### config.mk
export PLATFORM = sky130hd
export DESIGN_NAME = uart_rx_async
export DESIGN_NICKNAME = d
export VERILOG_FILES = /design/src/rtl/uart_rx_async.sv
export SDC_FILE = /design/constraint.sdc
export NUM_CORES = 1
export LEC_CHECK = 0
export ABC_CLOCK_PERIOD_IN_PS = 1800
export CORE_MARGIN = 2
export CORE_UTILIZATION = 40
export CTS_CLUSTER_DIAMETER = 50
export DETAILED_ROUTE_END_ITERATION = 12
export DONT_BUFFER_PORTS = 1
export PLACE_DENSITY = 0.68
export SYNTH_ARGS = -nofsm -noshare
export SYNTH_HDL_FRONTEND = slang
export SYNTH_SLANG_ARGS = --single-unit
### constraint.sdc
create_clock -name clk -period 1.8 [get_ports clk]
set_clock_uncertainty 0.1 [all_clocks]
set_input_delay 0.27 -clock clk [delete_from_list [all_inputs] [get_ports clk]]
set_output_delay 0.27 -clock clk [all_outputs]
set_load 0.05 [all_outputs]
### src/rtl/uart_rx_async.sv
// uart_rx_async: asynchronous serial receiver with 16x oversampling.
// It recovers 7- or 8-bit frames, LSB first, with optional parity checking.
// The rx line passes through a two-flop synchronizer. Every sample is taken
// from the synchronized signal on a baud_clock strobe.
//
// Parameter RX_FIFO selects how a completed byte is delivered:
//   RX_FIFO = 0 : the byte goes to a holding register. rx_ready is set, and
//                 overflow pulses if the previous byte was never read.
//   RX_FIFO = 1 : a one-clk fifo_write strobe is issued. When fifo_full is
//                 set, the write is dropped and overflow pulses instead.
// Define the macro RX_FRAMING_ERR_EN to build the sticky framing_err flag
// and break protection. Without it, framing_err is tied 0 and the stop bit
// value is ignored.
//
// Ports:
//   clk, aresetn        clock; asynchronous active-low reset
//   baud_clock          16x-baud enable strobe, one clk wide
//   rx                  asynchronous serial input, idle high
//   bit8, parity_en,    frame format, sampled live
//   odd_n_even
//   read_rx_byte        CPU read pulse, clears rx_ready
//   clear_parity        clears parity_err
//   clear_framing       clears framing_err (macro build only)
//   fifo_full           RX FIFO full (RX_FIFO = 1)
//   rx_byte             last received byte, right-justified in 7-bit mode
//   rx_ready            byte available (RX_FIFO = 0)
//   fifo_write          write strobe; rx_byte is valid in the same cycle
//   parity_err          sticky parity error
//   overflow            one-clk pulse when a byte is lost
//   framing_err         sticky stop-bit error
module uart_rx_async #(
  parameter int unsigned RX_FIFO = 0
) (
  input  logic       clk,
  input  logic       aresetn,
  input  logic       baud_clock,
  input  logic       rx,
  input  logic       bit8,
  input  logic       parity_en,
  input  logic       odd_n_even,
  input  logic       read_rx_byte,
  input  logic       clear_parity,
  input  logic       clear_framing,
  input  logic       fifo_full,
  output logic [7:0] rx_byte,
  output logic       rx_ready,
  output logic       fifo_write,
  output logic       parity_err,
  output logic       overflow,
  output logic       framing_err
);

  typedef enum logic [2:0] {IDLE, START, DATA, PARITY, STOP} state_t;

  state_t     state_q, state_d;
  logic       rx_meta_q, rx_s_q;
  logic [3:0] samp_q, samp_d;
  logic [3:0] bit_q, bit_d;
  logic [7:0] shift_q, shift_d;
  logic       par_q, par_d;
  logic       perr_pend_q, perr_pend_d;

  logic [7:0] rx_byte_q, rx_byte_d;
  logic       rx_ready_q, rx_ready_d;
  logic       fifo_write_q, fifo_write_d;
  logic       parity_err_q, parity_err_d;
  logic       overflow_q, overflow_d;

  logic       done;      // frame completes this clk
  logic       stop_low;  // stop bit sampled as 0 at completion
  logic       start_ok;
  logic [3:0] last_bit;
  logic [7:0] byte_data;

  // Synchronizer flops reset to the idle-high line level.
  always_ff @(posedge clk or negedge aresetn) begin
    if (!aresetn) begin
      rx_meta_q <= 1'b1;
      rx_s_q    <= 1'b1;
    end else begin
      rx_meta_q <= rx;
      rx_s_q    <= rx_meta_q;
    end
  end

  assign last_bit  = bit8 ? 4'd7 : 4'd6;
  // In 7-bit mode only seven shifts occur, so the data sits in shift_q[7:1].
  assign byte_data = bit8 ? shift_q : {1'b0, shift_q[7:1]};

  always_ff @(posedge clk or negedge aresetn) begin
    if (!aresetn) begin
      state_q     <= IDLE;
      samp_q      <= '0;
      bit_q       <= '0;
      shift_q     <= '0;
      par_q       <= 1'b0;
      perr_pend_q <= 1'b0;
    end else begin
      state_q     <= state_d;
      samp_q      <= samp_d;
      bit_q       <= bit_d;
      shift_q     <= shift_d;
      par_q       <= par_d;
      perr_pend_q <= perr_pend_d;
    end
  end

  always_comb begin
    state_d     = state_q;
    samp_d      = samp_q;
    bit_d       = bit_q;
    shift_d     = shift_q;
    par_d       = par_q;
    perr_pend_d = perr_pend_q;
    done        = 1'b0;
    stop_low    = 1'b0;
    if (baud_clock) begin
      samp_d = samp_q + 4'd1;
      case (state_q)
        IDLE: begin
          if (!rx_s_q && start_ok) begin
            state_d = START;
            samp_d  = '0;
          end
        end
        START: begin
          if (samp_q == 4'd7) begin
            if (rx_s_q) begin
              state_d = IDLE;
            end else begin
              state_d     = DATA;
              samp_d      = '0;
              bit_d       = '0;
              par_d       = 1'b0;
              perr_pend_d = 1'b0;
            end
          end
        end
        DATA: begin
          if (samp_q == 4'd15) begin
            shift_d = {rx_s_q, shift_q[7:1]};
            par_d   = par_q ^ rx_s_q;
            bit_d   = bit_q + 4'd1;
            if (bit_q == last_bit) begin
              state_d = parity_en ? PARITY : STOP;
            end
          end
        end
        PARITY: begin
          if (samp_q == 4'd15) begin
            if ((rx_s_q ^ par_q) != odd_n_even) begin
              perr_pend_d = 1'b1;
            end
            state_d = STOP;
          end
        end
        STOP: begin
          if (samp_q == 4'd15) begin
            done     = 1'b1;
            stop_low = ~rx_s_q;
            state_d  = IDLE;
          end
        end
        default: state_d = IDLE;
      endcase
    end
  end

  // Delivery. A read in the same clk as completion is overridden by the new byte.
  always_comb begin
    rx_byte_d    = done ? byte_data : rx_byte_q;
    parity_err_d = (parity_err_q & ~clear_parity) | (done & perr_pend_q);
    rx_ready_d   = 1'b0;
    fifo_write_d = 1'b0;
    overflow_d   = 1'b0;
    if (RX_FIFO == 0) begin
      rx_ready_d = done | (rx_ready_q & ~read_rx_byte);
      overflow_d = done & rx_ready_q & ~read_rx_byte;
    end else begin
      fifo_write_d = done & ~fifo_full;
      overflow_d   = done & fifo_full;
    end
  end

  // fifo_write is registered so that it coincides with the updated rx_byte.
  always_ff @(posedge clk or negedge aresetn) begin
    if (!aresetn) begin
      rx_byte_q    <= '0;
      rx_ready_q   <= 1'b0;
      fifo_write_q <= 1'b0;
      parity_err_q <= 1'b0;
      overflow_q   <= 1'b0;
    end else begin
      rx_byte_q    <= rx_byte_d;
      rx_ready_q   <= rx_ready_d;
      fifo_write_q <= fifo_write_d;
      parity_err_q <= parity_err_d;
      overflow_q   <= overflow_d;
    end
  end

`ifdef RX_FRAMING_ERR_EN
  logic brk_q, brk_d;
  logic framing_err_q, framing_err_d;

  // A low stop bit arms break protection. A new start is refused until the line is seen high again.
  always_comb begin
    brk_d = brk_q;
    if (rx_s_q) begin
      brk_d = 1'b0;
    end
    if (done && stop_low) begin
      brk_d = 1'b1;
    end
    framing_err_d = (framing_err_q & ~clear_framing) | (done & stop_low);
  end

  always_ff @(posedge clk or negedge aresetn) begin
    if (!aresetn) begin
      brk_q         <= 1'b0;
      framing_err_q <= 1'b0;
    end else begin
      brk_q         <= brk_d;
      framing_err_q <= framing_err_d;
    end
  end

  assign start_ok    = ~brk_q;
  assign framing_err = framing_err_q;
`else
  logic unused_framing;
  assign unused_framing = clear_framing ^ stop_low;
  assign start_ok       = 1'b1;
  assign framing_err    = 1'b0;
`endif

  assign rx_byte    = rx_byte_q;
  assign rx_ready   = rx_ready_q;
  assign fifo_write = fifo_write_q;
  assign parity_err = parity_err_q;
  assign overflow   = overflow_q;

endmodule

==> implementation parameters, run 1 <==
Parameter                              Value

Setup path
  Capture point of the worst reg-to-reg path ... rx_byte[3]
  Worst reg2reg setup slack ... -0.03 ns
  Maximum fanout count along the critical path ... 19
  Critical path data arrival time ... 1.90 ns
  Required time worst endpoint ... 1.87 ns
  Classification of the worst setup path ... reg -> reg
  Reg2reg start ... samp_q[1]
  CP Capture Type ... flop
  Crit start category ... flop
  FF-to-FF path depth ... 6

Detailed routing
  Post-detailed-route count of antenna-violating nets ... 0
  # DRC ... 0
  Avg Vias per Cell ... roughly 5.3
  Detailed-router iteration count before antenna repair ... 5
  Routed wire per std cell ... 13.9 µm
  Vias after detailed routing ... 1,218
  First DRT Iteration DRCs ... 76
  Final Routed Wirelength ... 3.19 mm

STA
  Tcrit/Tclk final ... 102%
  Number of pins with negative max-slew slack in the final report ... 0
  Achievable Freq ... 546 MHz
  Minimum clock period after layout ... 1.83 ns
  Unrepaired setup endpoints after global routing ... true
  Summed negative setup slack over all endpoints ... -0.102 ns
  Final worst-path setup slack ... -0.0327 ns
  Finish-stage setup viols ... 7
  Count of endpoints failing hold in the final timing report ... 0

Global routing
  Congestion Overflow GR ... 0
  Pin count of the biggest net entering global routing ... 35
  All-layer global routing usage ... 15.2%
  Number of antenna violations at the first check in global routing ... 0
  Number of global-route vias before repair ... approximately 1,200
  Wire length of the first global-routing pass ... slightly above 5 mm

Job
  # Max-Cap Violations ... 0

Clock tree
  CTS buffer count ... 5
  CTS Root Cell ... clkbuf_8
  Number of levels the H-tree was split into ... 2
  TritonCTS clock tree ... yes
  CTS sink cnt ... 34
  Post-CTS clock slew at the launch and capture registers of the worst setup and hold paths ... 0.07 ns
  Worst-case clock buffer depth ... 2
  Clock latency reported for the late side of the worst-skew pair ... 0.28 ns

Final layout
  Layout cells sized above 1 ... 24.0%
  Filler Cell Count ... 375
  Final-stage net count ... roughly 190
  Area added between synthesis and finish ... 19.6%
  Number of antenna diodes ... 0
  Commonest non-fill, non-tap cell in the layout ... dfrtp_1
  Most frequent cells in the layout ... 31 x dfrtp_1, 25 x nand2_1, 17 x buf_4

Floorplanning
  Die area ... 4690 µm²
  Vertical die dimension ... 68.5 µm
  Starting density of the core ... 41.5%
  Core Box Area ... 4000 µm²
  Die width ... 68.5 µm
  Num ports ... 24
  Core Rows ... 23

Placement
  Count of buffers inserted at the top-level ports ... 0
  Post-DP HPWL ... 2.12 mm
  Routability congestion estimate from global placement ... 0.773
  Minimum setup slack after placement ... -0.125 ns

Status
  Failing checks ... setup timing
  Outcome ... finished with violations

Synth
  Fraction of the yosys area taken by sequential cells ... between 50% and 60%
  Yosys warns ... 0
  Mapped Area ... about 1700 µm²
  Register bit count reported by yosys ... 34
  Synthesized instance count ... 159
  Number of distinct library cell variants in the gate-level netlist after synthesis ... 41
  Post-Synthesis Mean Instance Area ... 10.5 µm²

Worst hold path
  Worst hold path class ... in -> reg
  Worst Hold Path EP ... rx_byte[7]
  Hold Path Origin ... bit8
  Cell depth of the worst hold path ... 2

Power
  Static Leakage ... ~0.9 nW
  Worst IR drop on VDD ... 0.000567 V
  Power per Cell Area ... 1170 nW/µm²
==> sequential cells by signal, summed over array words and instances (netlist names), 3 cells and up <==
name / count
state_q: 3
rx_byte: 8
shift_q: 8
bit_q: 4
samp_q: 4
==> where the power goes <==
group	total, W	switching, W	internal, W
clock network	0.000708	0.000265	0.000443
registers	0.00104	0.000136	0.000905
logic	0.000568	0.000267	0.000301
total	0.00232	0.000669	0.00165
==> timing repair <==
action                                  in CTS  in global routing
gates cloned                                 0                  0
pin swaps                                    3                  7
endpoints found under the setup margin      18                 29
hold buffers                                 5                  0
resized for setup                            2                  8
hold endpoints to repair                    40                  0
buffers inserted                             3                  2
==> critical path, stage by stage, from the launching register on <==
cell and delay, ns:
dfrtp_1 0.38, ha_2 0.20, nand4_1 0.17, or4b_4 0.54, buf_8 0.17, nand2_1 0.08
o21ai_1 0.08
==> synth_stat cells (all sizes together) <==
cell type   n  area (µm²)
nor3        1        5.00
mux2i       8        80.1
a21oi       1        5.00
o32ai       1        8.76
a2111o      1        11.3
o21bai      1        7.51
ha          2        25.0
or3         1        6.26
nor3b       1        7.51
a21boi      2        15.0
or3b        1        8.76
o21ai      16        80.1
inv         6        22.5
mux2        8        90.1
nor2b       2        12.5
nand2b      3        18.8
clkbuf      1        3.75
nor4        1        6.26
or2b        1        7.51
or4b        2        20.0
dfstp       2        52.6
buf        10        76.3
o31ai       1        7.51
conb        1        3.75
nand4b      1        8.76
a32o        2        20.0
dfrtp      32         801
nand4       1        6.26
o22ai       5        37.5
or2         1        6.26
a2111oi     1        8.76
nand3b      2        15.0
o22a        1        8.76
xnor2       3        26.3
nand2      25        93.8
nor2        6        22.5
nand3       5        25.0
==> cells by family (layout without fill, tap and decap cells) <==
logic type	after synthesis	after routing	synth area share, %
fa+ha+maj	2	2	1.51
simple gates	54	54	16.3
compound gates	32	32	12.7
mux	16	16	10.2
other cells	1	2	0.226
buf+inv	17	36	6.17
xor+xnor	3	3	1.58
flops	34	34	51.4
==> layer usage <==
metal	share of wire, %	vias up	global-route usage (%)
met3	5.0	8	4.61
met1	41	588	16.7
met4	1.5	0	7.25
met5	0	-	0
li1	-	591	-
met2	52	31	26.4
==> how the worst max path moves through the flow <==
stage / from / to
global placement: state_q[0] / bit_q[3]
CTS: rx_s_q / bit_q[3]
finish: samp_q[1] / rx_byte[3]
detailed placement: state_q[0] / bit_q[3]
floorplan: samp_q[0] / rx_byte[1]
global route: samp_q[1] / rx_byte[3]
==> final cells by class <==
class	count	area (µm²)	share of cell area, %
clock inverters	1	30.0	1.51
well taps	50	62.6	3.15
repair buffers	23	203	10.2
clock buffers	6	82.6	4.16
inverters	6	22.5	1.13
flip-flops and latches	34	855	43.0
multi-input cells	109	732	36.8
==> stage by stage <==
step | area (µm²) | power [W] | hold WS [ns] | std cells | util (%)
2_1_floorplan | 1670 | 0.00142 | -0.126 | 160 | -
3_3_place_gp | 1750 | 0.00152 | -0.125 | 212 | 43.7
3_5_place_dp | 1750 | 0.00156 | -0.125 | 212 | 43.7
4_1_cts | 1950 | 0.00231 | 0.0183 | 227 | 48.7
5_1_grt | 1990 | 0.00246 | 0.0293 | 229 | 49.7
6_report | 1990 | 0.00232 | 0.0217 | 229 | 49.7
Note: power is estimated with default switching activity, not from simulation.
==> inputs of run 2 (changes only) <==
--- a/config.mk
+++ b/config.mk
@@ -6,12 +6,13 @@
 export NUM_CORES = 1
 export LEC_CHECK = 0
 export ABC_CLOCK_PERIOD_IN_PS = 1800
+export CAP_MARGIN = 20
 export CORE_MARGIN = 2
 export CORE_UTILIZATION = 40
 export CTS_CLUSTER_DIAMETER = 50
 export DETAILED_ROUTE_END_ITERATION = 12
 export DONT_BUFFER_PORTS = 1
-export PLACE_DENSITY = 0.68
+export PLACE_DENSITY = 0.67
 export SYNTH_ARGS = -nofsm -noshare
 export SYNTH_HDL_FRONTEND = slang
 export SYNTH_SLANG_ARGS = --single-unit
==> run 2 against run 1 <==
Net effect:
- the flow still finishes with violations (setup timing)
- count of clock-buffer cells in the layout stayed put
- sequential power hardly changed
- wire length is 1.7% higher
- highest routed layer unchanged
==> implementation parameters, run 2 (synthesis results as in run 1) <==
Parameter                              Value

Status
  Outcome ... finished with violations (unchanged)
  Failing checks ... setup timing (unchanged)

Setup path
  Maximum fanout count along the critical path ... 6 (was 19)
  Worst path bufs/invs ... 0 (was 1)
  Top delay family on crit path ... compound AO/OA/AOI/OAI gates (was simple AND/OR/NAND/NOR gates)
  Library cell contributing the largest single delay on the critical path ... or4b_1 (was or4b_4)
  Highest cell delay on the worst timing path ... 0.51 ns (was 0.54 ns)
  Worst reg2reg setup slack ... -0.04 ns (was -0.03 ns)
  Capture point of the worst reg-to-reg path ... bit_q[3] (was rx_byte[3])
  Required time worst endpoint ... 1.86 ns (was 1.87 ns)
  Reg2reg start ... state_q[1] (was samp_q[1])
  Crit start category ... flop (unchanged)
  Launching element of the worst setup path ... state_q[1] (was samp_q[1])
  Cell-by-cell trace of the critical path ... or4b_1 > a2111o_1 > o21ai_1 > o31ai_1 (was ha_2 > nand4_1 > or4b_4 > buf_8 > nand2_1 > o21ai_1)
  FF-to-FF path depth ... 4 (was 6)
  Critical path data arrival time ... 1.91 ns (was 1.90 ns)
  CP Capture Type ... flop (unchanged)
  Classification of the worst setup path ... reg -> reg (unchanged)

Clock tree
  Clock latency reported for the late side of the worst-skew pair ... 0.28 ns (about the same)
  TritonCTS clock tree ... yes (unchanged)
  Post-CTS clock slew at the launch and capture registers of the worst setup and hold paths ... 0.07 ns (about the same)
  Worst-case clock buffer depth ... 2 (unchanged)
  Number of levels the H-tree was split into ... 2 (unchanged)
  CTS buffer count ... 5 (unchanged)
  CTS sink cnt ... 34 (unchanged)
  CTS Root Cell ... clkbuf_8 (unchanged)

Worst hold path
  Worst hold path class ... in -> reg (unchanged)
  Worst Hold Path EP ... samp_q[2] (was rx_byte[7])
  Cell depth of the worst hold path ... 1 (was 2)
  Hold Path Origin ... baud_clock (was bit8)

Detailed routing
  Detailed-router iteration count before antenna repair ... 4 (was 5)
  # DRC ... 0 (unchanged)
  Vias after detailed routing ... 1,219 (was 1,218)
  Avg Vias per Cell ... 5.37 (was 5.32)
  First DRT Iteration DRCs ... 48 (was 76)
  Final Routed Wirelength ... 3.24 mm (was 3.19 mm)
  Routed wire per std cell ... 14.3 µm (was 13.9 µm)
  Post-detailed-route count of antenna-violating nets ... 0 (unchanged)

Final layout
  Commonest non-fill, non-tap cell in the layout ... dfrtp_1 (unchanged)
  Footprint of the flip-flops and latches ... 853 µm² (was 855 µm²)
  Number of antenna diodes ... 0 (unchanged)
  Most frequent cells in the layout ... 32 x dfrtp_1, 19 x nand2_1, 12 x o21ai_1, 12 x buf_4 (was 31 x dfrtp_1, 25 x nand2_1, 17 x buf_4)
  Filler Cell Count ... 358 (was 375)
  Area added between synthesis and finish ... 19.8% (was 19.6%)
  Non-filler cells in the finished layout ... 227 (was 229)
  Total area of multi-input combinational cells ... 773 µm² (was 732 µm²)
  Layout cells sized above 1 ... 28.2% (was 24.0%)
  Final-stage net count ... 189 (was 192)

STA
  Worst hold margin ... 0.0164 ns (was 0.0217 ns)
  Unrepaired setup endpoints after global routing ... true (unchanged)
  Minimum clock period after layout ... 1.84 ns (was 1.83 ns)
  Final worst-path setup slack ... -0.0437 ns (was -0.0327 ns)
  Achievable Freq ... 542 MHz (was 546 MHz)
  Tcrit/Tclk final ... 102% (about the same)
  Finish-stage setup viols ... 4 (was 7)
  Count of endpoints failing hold in the final timing report ... 0 (unchanged)
  Number of pins with negative max-slew slack in the final report ... 0 (unchanged)

Floorplanning
  Vertical die dimension ... 68.5 µm (unchanged)
  Num ports ... 24 (unchanged)
  Die area ... 4690 µm² (unchanged)
  Die width ... 68.5 µm (unchanged)
  Starting density of the core ... 41.5% (unchanged)
  Core Rows ... 23 (unchanged)
  Core Box Area ... 4000 µm² (unchanged)

Global routing
  All-layer global routing usage ... 14.8% (was 15.2%)
  Congestion Overflow GR ... 0 (unchanged)
  Pin count of the biggest net entering global routing ... 35 (unchanged)
  Number of antenna violations at the first check in global routing ... 0 (unchanged)
  Number of global-route vias before repair ... 1,109 (was 1,217)
  Wire length of the first global-routing pass ... 4.97 mm (was 5.20 mm)

Power
  Power per Cell Area ... 1090 nW/µm² (was 1170 nW/µm²)
  Worst IR drop on VDD ... 0.000565 V (was 0.000567 V)
  Static Leakage ... 0.900 nW (was 0.904 nW)

Placement
  Routability congestion estimate from global placement ... 0.900 (was 0.773)
  Count of buffers inserted at the top-level ports ... 0 (unchanged)
  Number of cells after detailed placement ... 211 (was 212)
  Post-DP HPWL ... 2.18 mm (was 2.12 mm)

Job
  # Max-Cap Violations ... 0 (unchanged)
-- run 2: cell types whose count changed in the layout (fill, tap and decap cells not counted), moves of 3 or more --
cell,delta
nand2_1,-6
nand2_2,+6
buf_6,+3
buf_4,-5
-- run 2: final cells by class --
class	instances	share of cell area (%)
sequential	34	42.9
multi-input combinational	109	38.8
timing repair buffer	20	9.24
clock buffer	6	4.15
tap	50	3.14
inverter	6	1.13
clock inverter	2	0.629
-- run 2: report_power, final --
group          switching, W  internal [W]
logic              0.000269      0.000283
clock network      0.000279      0.000307
registers          0.000135      0.000904
total              0.000683       0.00149
-- run 2: how the worst max path moves through the flow --
| stage | endpoint | slack, ns | depth (start not counted) |
|---|---|---|---|
| after floorplan | rx_byte[1] | -0.01 | 7 |
| after global placement | samp_q[0] | -0.007 | 7 |
| after detailed placement | bit_q[3] | -0.03 | 4 |
| after CTS | bit_q[3] | -0.07 | 4 |
| after global routing | par_q | -0.11 | 4 |
| final | bit_q[3] | -0.04 | 4 |
-- run 2: metal layers --
metal / routed length, µm / GRT usage (%)
met1: 1430 / 17.5
met2: 1580 / 23.9
met4: 48 / 6.50
met5: 0 / 0
met3: 184 / 5.43
-- run 2: repair_timing --
item,4_1_cts,5_1_grt
setup buffers,1,0
gates resized for setup,0,25
hold buffers,5,0
setup endpoints to repair,8,22
hold endpoints to repair,39,0
pin swaps,1,3
cloned,0,2
-- run 2: metrics by stage --
step	power, W	worst slack, ns	setup TNS (ns)	utilization [%]	instance area, µm²
6_report	0.00218	-0.0437	-0.0872	49.8	1990
5_1_grt	0.00233	-0.113	-0.638	49.8	1990
4_1_cts	0.00218	-0.0668	-0.113	47.6	1900
3_5_place_dp	0.00156	-0.0311	-0.0530	43.5	1740
3_3_place_gp	0.00152	-0.00680	-0.00688	43.5	1740
2_1_floorplan	0.00142	-0.0121	-0.0845	-	1670
==> inputs of run 3 (changes only) <==
--- a/config.mk
+++ b/config.mk
@@ -8,11 +8,12 @@
 export ABC_CLOCK_PERIOD_IN_PS = 1800
 export CAP_MARGIN = 20
 export CORE_MARGIN = 2
-export CORE_UTILIZATION = 40
+export CORE_UTILIZATION = 45
 export CTS_CLUSTER_DIAMETER = 50
 export DETAILED_ROUTE_END_ITERATION = 12
 export DONT_BUFFER_PORTS = 1
-export PLACE_DENSITY = 0.67
+export HOLD_SLACK_MARGIN = 0.12
+export PLACE_DENSITY = 0.73
 export SYNTH_ARGS = -nofsm -noshare
 export SYNTH_HDL_FRONTEND = slang
 export SYNTH_SLANG_ARGS = --single-unit
==> run 3 against run 2 <==
Net effect:
- sequential power barely moved
- critical path depth rose by 2
- global-route usage rose by 2.3 points
- first-iteration DRC count rose by 38%
- register-to-register slack got worse by 0.03 ns
- setup slack got worse by 0.033 ns
- the flow still finishes with violations (setup timing)
- total power rose by 0.79%
- combinational power rose by 4.3%
- core utilization rose by 7.4 points
- wire length rose by 3.6%
- final cell count rose by 0.44%
==> implementation parameters, run 3 (synthesis results as in run 1) <==
Parameter                              Value

Status
  Outcome ... finished with violations (unchanged)
  Failing checks ... setup timing (unchanged)

Power
  Switching power total ... 0.000684 W (was 0.000683 W)
  Power per Cell Area ... 1060 nW/µm² (was 1090 nW/µm²)
  Worst IR drop on VDD ... 0.000552 V (was 0.000565 V)
  Combinational fraction of design power ... 26.2% (was 25.3%)
  Switching share of total power ... 31.2% (was 31.4%)
  Internal power of the cells ... 0.00151 W (was 0.00149 W)
  Overall power consumption ... 0.00219 W (was 0.00218 W)
  Static Leakage ... 0.931 nW (was 0.900 nW)
  Seq pwr share ... 47.7% (about the same)
  Clock network fraction of design power ... 26.0% (was 26.9%)

STA
  Max-slew headroom at the worst pin ... 64.3%
  Tcrit/Tclk final ... 104% (was 102%)
  Unrepaired setup endpoints after global routing ... true (unchanged)
  Number of pins with negative max-slew slack in the final report ... 0 (unchanged)
  Actual transition at the worst max-transition pin ... roughly 0.54 ns
  Worst hold margin ... 0.168 ns (was 0.0164 ns)
  Minimum clock period after layout ... 1.88 ns (was 1.84 ns)
  Final worst-path setup slack ... -0.0762 ns (was -0.0437 ns)
  Count of endpoints failing hold in the final timing report ... 0 (unchanged)
  Achievable Freq ... 533 MHz (was 542 MHz)
  Finish-stage setup viols ... 12 (was 4)

Placement
  Post-DP HPWL ... 2.11 mm (was 2.18 mm)
  Routability congestion estimate from global placement ... 0.797 (was 0.900)
  Count of buffers inserted at the top-level ports ... 0 (unchanged)
  Total placed instance area ... 1730 µm² (was 1740 µm²)
  Minimum setup slack after placement ... -0.125 ns (was -0.0311 ns)
  Number of cells after detailed placement ... 208 (was 211)

Final layout
  Filler Cell Count ... 297 (was 358)
  Final-stage net count ... 192 (was 189)
  Non-filler cells in the finished layout ... 228 (was 227)
  Area added between synthesis and finish ... 24.1% (was 19.8%)
  Commonest non-fill, non-tap cell in the layout ... dfrtp_1 (unchanged)
  Post-Layout Inst Area ... 2060 µm² (was 1990 µm²)
  Most frequent cells in the layout ... 31 x dfrtp_1, 17 x nand2_1, 13 x buf_4 (was 32 x dfrtp_1, 19 x nand2_1, 12 x o21ai_1, 12 x buf_4)
  Layout cells sized above 1 ... 29.4% (was 28.2%)
  Number of antenna diodes ... 0 (unchanged)

Global routing
  Number of global-route vias before repair ... 1,294 (was 1,109)
  Pin count of the biggest net entering global routing ... 35 (unchanged)
  Congestion Overflow GR ... 0 (unchanged)
  All-layer global routing usage ... 17.1% (was 14.8%)
  Number of antenna violations at the first check in global routing ... 0 (unchanged)
  Wire length of the first global-routing pass ... 5.40 mm (was 4.97 mm)

Setup path
  Top delay family on crit path ... simple AND/OR/NAND/NOR gates (was compound AO/OA/AOI/OAI gates)
  Maximum fanout count along the critical path ... 5 (was 6)
  CP Capture Type ... flop (unchanged)
  Cell-by-cell trace of the critical path ... ha_4 > nand4_1 > or4b_4 > clkbuf_16 > nand2_2 > o21ai_1 (was or4b_1 > a2111o_1 > o21ai_1 > o31ai_1)
  Critical path data arrival time ... 1.95 ns (was 1.91 ns)
  Library cell contributing the largest single delay on the critical path ... or4b_4 (was or4b_1)
  Classification of the worst setup path ... reg -> reg (unchanged)
  Crit start category ... flop (unchanged)
  Required time worst endpoint ... 1.87 ns (was 1.86 ns)
  Worst path bufs/invs ... 1 (was 0)
  Highest cell delay on the worst timing path ... 0.59 ns (was 0.51 ns)

Clock tree
  CTS buffer count ... 5 (unchanged)
  Clock latency reported for the late side of the worst-skew pair ... 0.28 ns (about the same)
  CTS sink cnt ... 34 (unchanged)
  Worst-case clock buffer depth ... 2 (unchanged)
  Number of levels the H-tree was split into ... 2 (unchanged)
  CTS Root Cell ... clkbuf_8 (unchanged)
  TritonCTS clock tree ... yes (unchanged)
  Post-CTS clock slew at the launch and capture registers of the worst setup and hold paths ... 0.07 ns (about the same)

Floorplanning
  Vertical die dimension ... 64.8 µm (was 68.5 µm)
  Num ports ... 24 (unchanged)
  Die area ... 4190 µm² (was 4690 µm²)
  Core Box Area ... 3610 µm² (was 4000 µm²)
  Starting density of the core ... 46.1% (was 41.5%)
  Core Rows ... 22 (was 23)
  Die width ... 64.8 µm (was 68.5 µm)

Detailed routing
  First DRT Iteration DRCs ... 66 (was 48)
  Vias after detailed routing ... 1,229 (was 1,219)
  Routed wire per std cell ... 14.7 µm (was 14.3 µm)
  # DRC ... 0 (unchanged)
  Detailed-router iteration count before antenna repair ... 4 (unchanged)
  Final Routed Wirelength ... 3.36 mm (was 3.24 mm)
  Avg Vias per Cell ... 5.39 (was 5.37)
  Post-detailed-route count of antenna-violating nets ... 0 (unchanged)

Worst hold path
  Worst hold path class ... in -> reg (unchanged)

Job
  # Max-Cap Violations ... 0 (unchanged)
[run 3: layout make-up]
class | instances | area (µm²) | area share, %
clock buffers | 7 | 86.3 | 4.19
clock inverters | 1 | 5.00 | 0.243
inverters | 6 | 22.5 | 1.09
multi-input cells | 109 | 786 | 38.1
flip-flops and latches | 34 | 855 | 41.4
well taps | 48 | 60.1 | 2.91
repair buffers | 23 | 248 | 12.0
[run 3: power by group through the flow]
stage	combinational, W	sequential (W)	clock [W]
after CTS	0.000558	0.00104	0.000587
final	0.000576	0.00105	0.000571
after global routing	0.000649	0.00108	0.000623
after detailed placement	0.000499	0.00105	0
after global placement	0.000465	0.00104	0
after floorplan	0.000393	0.00103	0
[run 3: per-stage QoR]
stage | setup TNS (ns) | util [%]
after floorplan | -0.0845 | -
after global placement | -0.122 | 48.0
after detailed placement | -0.602 | 48.0
after CTS | -0.331 | 53.5
after global routing | -1.50 | 57.2
final | -0.548 | 57.2
[run 3: what timing repair did]
item | 4_1_cts | 5_1_grt
hold buffers | 7 | 0
pin swaps | 6 | 7
setup endpoints to repair | 22 | 16
gates resized for setup | 7 | 21
setup buffers | 1 | 2
cloned | 0 | 2
hold endpoints to repair | 51 | 0
[run 3: final timing paths]
check / slack (ns) / from / to / cells after the start
max in group asynchronous: 1.01 / aresetn / rx_meta_q / 2
max reg2reg: -0.08 / samp_q[1] / rx_byte[4] / 6
min in group asynchronous: 0.34 / aresetn / par_q / 2
min: 0.17 / baud_clock / samp_q[2] / 4
max: -0.08 / samp_q[1] / rx_byte[4] / 6
min reg2reg: 0.26 / rx_meta_q / rx_s_q / 0
[run 3: worst reg2reg max path: cells and delay by family, from the launching register on]
kind	cells	cell delay [ns]
buffers and inverters	1	0.19
AND/OR/NAND/NOR	3	0.82
AO/OA/AOI/OAI	1	0.07
flip-flops	1	0.42
adder cells (fa/ha/maj)	1	0.17
[run 3: per-layer routing]
layer	GRT usage, %	up-vias	routed length (µm)
li1	-	594	-
met1	17.3	595	1340
met2	29.8	33	1790
met3	6.60	7	170
met4	9.84	0	57
met5	0	-	0
